==> src/rtl/prbs9_tx_gen.sv <==
// PRBS9 (x^9+x^5+1) transmit source with a symbol-rate strobe; restarts from SEED on every enable.
// Optional one-shot bit-error injection is compiled in with `define PRBS_ERR_INJECT_EN.
module prbs9_tx_gen #(
  parameter int unsigned          PRBS_LEN = 9,
  parameter logic [PRBS_LEN-1:0]  SEED     = 9'h1AA,
  parameter int unsigned          DIV      = 4
) (
  input  logic                clk,
  input  logic                rst,
  input  logic                i_enable,
  input  logic                i_restart,
`ifdef PRBS_ERR_INJECT_EN
  input  logic                i_inject,
  output logic [7:0]          o_inj_cnt,
`endif
  output logic                o_bit,
  output logic                o_valid,
  output logic                o_seq_start,
  output logic [PRBS_LEN-1:0] o_bit_idx,
  output logic                o_running
);

  localparam int unsigned           CNT_W   = $clog2(DIV);
  localparam logic [CNT_W-1:0]      CNT_MAX = CNT_W'(DIV - 1);
  localparam logic [PRBS_LEN-1:0]   IDX_MAX = PRBS_LEN'((1 << PRBS_LEN) - 2);

  typedef enum logic [1:0] {StIdle, StLoad, StRun} state_e;

  state_e              r_state;
  logic [PRBS_LEN-1:0] r_lfsr;
  logic [CNT_W-1:0]    r_div_cnt;
  logic [PRBS_LEN-1:0] r_bit_idx;

  logic w_valid;
  logic w_adv;

  assign w_valid = (r_state == StRun) && (r_div_cnt == CNT_MAX);
  // Disable and restart both suppress the advance on the strobe edge.
  assign w_adv   = w_valid && i_enable && !i_restart;

  always_ff @(posedge clk) begin
    if (rst) begin
      r_state   <= StIdle;
      r_lfsr    <= SEED;
      r_div_cnt <= '0;
      r_bit_idx <= '0;
    end else begin
      case (r_state)
        StIdle: begin
          if (i_enable) r_state <= StLoad;
        end
        StLoad: begin
          r_lfsr    <= SEED;
          r_div_cnt <= '0;
          r_bit_idx <= '0;
          r_state   <= i_enable ? StRun : StIdle;
        end
        StRun: begin
          if (!i_enable) begin
            r_state <= StIdle;
          end else if (i_restart) begin
            r_state <= StLoad;
          end else begin
            r_div_cnt <= (r_div_cnt == CNT_MAX) ? '0 : r_div_cnt + 1'b1;
            if (w_adv) begin
              r_lfsr    <= {r_lfsr[PRBS_LEN-2:0], r_lfsr[PRBS_LEN-1] ^ r_lfsr[PRBS_LEN-5]};
              r_bit_idx <= (r_bit_idx == IDX_MAX) ? '0 : r_bit_idx + 1'b1;
            end
          end
        end
        default: r_state <= StIdle;
      endcase
    end
  end

  assign o_valid     = w_valid;
  assign o_seq_start = w_valid && (r_bit_idx == '0);
  assign o_bit_idx   = r_bit_idx;
  assign o_running   = (r_state == StRun);

`ifdef PRBS_ERR_INJECT_EN
  logic       r_inj_arm;
  logic       r_inj_act;
  logic [7:0] r_inj_cnt;
  logic       w_present;

  // A new symbol reaches o_bit on every advance and when LOAD reinstalls bit 0.
  assign w_present = (r_state == StLoad) || w_adv;

  always_ff @(posedge clk) begin
    if (rst) begin
      r_inj_arm <= 1'b0;
      r_inj_act <= 1'b0;
      r_inj_cnt <= '0;
    end else begin
      if (w_present) begin
        r_inj_act <= r_inj_arm;
        r_inj_arm <= 1'b0;
      end
      if (i_inject && !r_inj_arm) begin
        r_inj_arm <= 1'b1;
        if (r_inj_cnt != 8'hFF) r_inj_cnt <= r_inj_cnt + 8'd1;
      end
    end
  end

  assign o_bit     = r_lfsr[PRBS_LEN-1] ^ r_inj_act;
  assign o_inj_cnt = r_inj_cnt;
`else
  assign o_bit     = r_lfsr[PRBS_LEN-1];
`endif

endmodule

==> config.mk <==
export PLATFORM = sky130hd
export DESIGN_NAME = prbs9_tx_gen
export DESIGN_NICKNAME = d
export VERILOG_FILES = /design/src/rtl/prbs9_tx_gen.sv
export SDC_FILE = /design/constraint.sdc
export NUM_CORES = 1
export LEC_CHECK = 0
export CORE_ASPECT_RATIO = 1.2
export CORE_UTILIZATION = 55
export DETAILED_ROUTE_END_ITERATION = 8
export HOLD_SLACK_MARGIN = 0.08
export PLACE_DENSITY = 0.79
export SETUP_SLACK_MARGIN = 0.15
export SYNTH_ARGS = -nofsm -noshare
export SYNTH_HDL_FRONTEND = slang
export SYNTH_SLANG_ARGS = --single-unit
==> constraint.sdc <==
create_clock -name clk -period 2.86 [get_ports clk]
set_clock_uncertainty 0.05 [all_clocks]
set_input_delay 0.429 -clock clk [delete_from_list [all_inputs] [get_ports clk]]
set_output_delay 0.429 -clock clk [all_outputs]
set_load 0.05 [all_outputs]
==> results.json <==
{
  "synth_top_cell_area_share": 0.433,
  "status": "completed",
  "final_layout_size_suffix_gt1_frac": 0.0438,
  "r2r_setup_slack_ps": 850,
  "gp_congestion": 0.775,
  "num-nets-final": 146,
  "cts_tree": "done",
  "powerDensity_nw_per_um2": 473,
  "timing.max_cap.violations": 0,
  "required_ps": 2380,
  "drc": 0,
  "reg2reg_to": "o_bit_idx[4]$_SDFFE_PP0P_",
  "die_h_um": 49.1,
  "hold_class": "reg2reg",
  "avgViaCountPerCell": 6.14,
  "setup_viol_count_final": 0,
  "area_growth_pct": 23.3,
  "slew_violations": 0,
  "ant_nets": 0,
  "p_clk_frac": 0.400,
  "synth_area_sq_um": 1020,
  "initial_utilization": 0.604,
  "synth_flop_cell": "dfxtp_1",
  "drt_iter0_drc": 25,
  "hold_viol": 0,
  "finalPower_w": 0.000592,
  "dp.cells": 151,
  "hold_start": "r_lfsr[0]$_SDFFE_PP0P_",
  "io_pins": 17,
  "drt_wl_total_um": 2250,
  "swShare": 0.212,
  "cp-start-kind": "flop",
  "cts_buffers": 3,
  "grt_pass1_vias": 822,
  "cts-root-buf": "clkbuf_4",
  "hold_end": "r_lfsr[0]$_SDFFE_PP0P_",
  "path_max_fanout": 6,
  "clock_sink_count": 22,
  "die_x_um": 41.2,
  "synth_edf_count": 0,
  "floorplan.core_area_sq_um": 1680,
  "vias": 951,
  "most-common-layout-cells": "22 x dfxtp_1, 15 x clkdlybuf4s50_1, 14 x nand2_1",
  "p_leak_nw": 0.452,
  "p_seq_frac": 0.530,
  "utilization": 0.745,
  "instances_no_fill": 155,
  "finalCritPeriodShare": 0.885,
  "r2r_start": "r_state[0]$_SDFFE_PP0P_",
  "grt_max_degree": 14,
  "fin_setup_tns_ps": 0,
  "combPwrFrac": 0.070,
  "fillCellCount": 133,
  "clock_latency_ps": 310,
  "synth_area_leader_cell": "dfxtp_1",
  "end_kind": "output pin",
  "portBuffers": 16,
  "seqCellArea_sq_um": 440,
  "dieArea_sq_um": 2020,
  "timing.hold.ws_ps": 427,
  "synth.area.top_cells": "dfxtp_1 43%, nand2_1 5.2%, ha_1 4.9%",
  "synth_warnings": 0,
  "peakVddDrop_v": 0.000497,
  "hold_buffers": 0,
  "post_synth.cell_area_avg_sq_um": 8.61,
  "p_sw_w": 0.000126,
  "postSynthCellCount": 118,
  "slew-limit-headroom": 0.510,
  "reg2reg_depth": 4,
  "grt_usage": 0.245,
  "dp_hpwl_um": 1620,
  "rsz0062_at_grt": "no",
  "yosysSeqAreaShare": 0.433,
  "p_int_w": 0.000467,
  "final_common_cell": "dfxtp_1",
  "hold_depth": 2,
  "worst_slew_pin_slew_ps": 734,
  "h-tree-depth": 1,
  "syn-num-nets": 126,
  "clk_pin_slew_worst_paths_ps": 130,
  "overflow": 0,
  "rows": 16,
  "antenna_found_initial": 0,
  "cts.path.max_buffers": 2,
  "synthArstFlopShare": 0,
  "min_period_ps": 2530,
  "clock.fmax_mhz": 395,
  "multi_input_area_sq_um": 544,
  "yosysUniqueCellTypes": 32,
  "synth.ff_latch_count": 22,
  "cp.arrival_ps": 2050,
  "wl_per_cell_um": 14.5,
  "crit_type": "reg2out",
  "first_pass_iters": 4,
  "grt_pass1_wl_um": 3590,
  "diodes": 0
}
==> sequential cells by signal, summed over array words and instances (netlist names) <==
name,cells
o_bit_idx,9
r_state,2
r_div_cnt,2
r_lfsr,9
==> layer usage <==
layer	vias to the layer above	part of all wire	wire length, um	global-route usage
li1	472	-	-	-
met1	449	0.47	1060	0.332
met2	28	0.48	1070	0.398
met3	2	0.048	107	0.0274
met4	0	0.0062	14	0.0645
met5	-	0	0	0
==> metrics by stage <==
stage                     instance area (sq um)  worst slack [ps]
after CTS                                  1250               185
after global routing                       1250               234
after detailed placement                   1200               300
after global placement                     1200               319
final                                      1250               329
after floorplan                            1020               463
==> power groups by stage <==
| stage | Sequential [W] | Combinational, W | Clock (W) |
|---|---|---|---|
| 2_1_floorplan | 0.000324 | 0.0000216 | 0 |
| 3_3_place_gp | 0.000320 | 0.0000406 | 0 |
| 3_5_place_dp | 0.000320 | 0.0000411 | 0 |
| 4_1_cts | 0.000314 | 0.0000415 | 0.000239 |
| 5_1_grt | 0.000314 | 0.0000444 | 0.000247 |
| 6_report | 0.000314 | 0.0000416 | 0.000237 |
==> worst max path at each step <==
stage                              startpoint                   endpoint  slack, ps  cells past startpoint
CTS                 r_div_cnt[0]$_SDFFE_PP0P_                o_seq_start        190                      5
global route        r_div_cnt[0]$_SDFFE_PP0P_                    o_valid        230                      4
detailed placement                  i_restart  o_bit_idx[6]$_SDFFE_PP0P_        300                      5
floorplan           r_div_cnt[0]$_SDFFE_PP0P_                o_seq_start        460                      4
finish              r_div_cnt[0]$_SDFFE_PP0P_                    o_valid        330                      4
global placement                    i_restart  o_bit_idx[5]$_SDFFE_PP0P_        320                      5
==> synthesized netlist by cell type, drive strengths merged, types with 2 or more instances <==
| cell type | number |
|---|---|
| nand4 | 2 |
| nand3 | 5 |
| and3b | 2 |
| a31oi | 3 |
| a21oi | 8 |
| and3 | 2 |
| xnor2 | 3 |
| a22oi | 3 |
| or3 | 4 |
| nor4b | 2 |
| nor2 | 9 |
| dfxtp | 22 |
| and4 | 2 |
| nand4b | 3 |
| inv | 6 |
| nand2b | 2 |
| o22ai | 6 |
| ha | 4 |
| o21ai | 6 |
| nand2 | 14 |
==> cells by family after synthesis <==
group | count (synthesis) | synth area share
adders and majority gates | 4 | 0.0493
xor gates and xnor gates | 4 | 0.0345
buffers and inverters | 8 | 0.0308
DFF | 22 | 0.433
AOI/OAI and AO/OA | 28 | 0.161
and+or+nand+nor | 52 | 0.291
==> critical path, stage by stage, from the launching register on <==
cell	delay [ps]
dfxtp_1	370
ha_1	280
inv_1	110
nor2_1	170
clkdlybuf4s50_1	830
==> final cells by class <==
| cell class | instances | share of cell area |
|---|---|---|
| repair buffers | 17 | 0.136 |
| clock buffers | 3 | 0.0180 |
| clock inverters | 1 | 0.0240 |
| inverters | 6 | 0.0180 |
| flip-flops and latches | 22 | 0.352 |
| multi-input cells | 88 | 0.435 |
| well taps | 18 | 0.0180 |
==> repair_timing <==
item	4_1_cts	5_1_grt
buffers inserted	0	0
endpoints found under the setup margin	0	1
gates resized for setup	0	1
No activity file was read; power rests on OpenSTA's default activity.
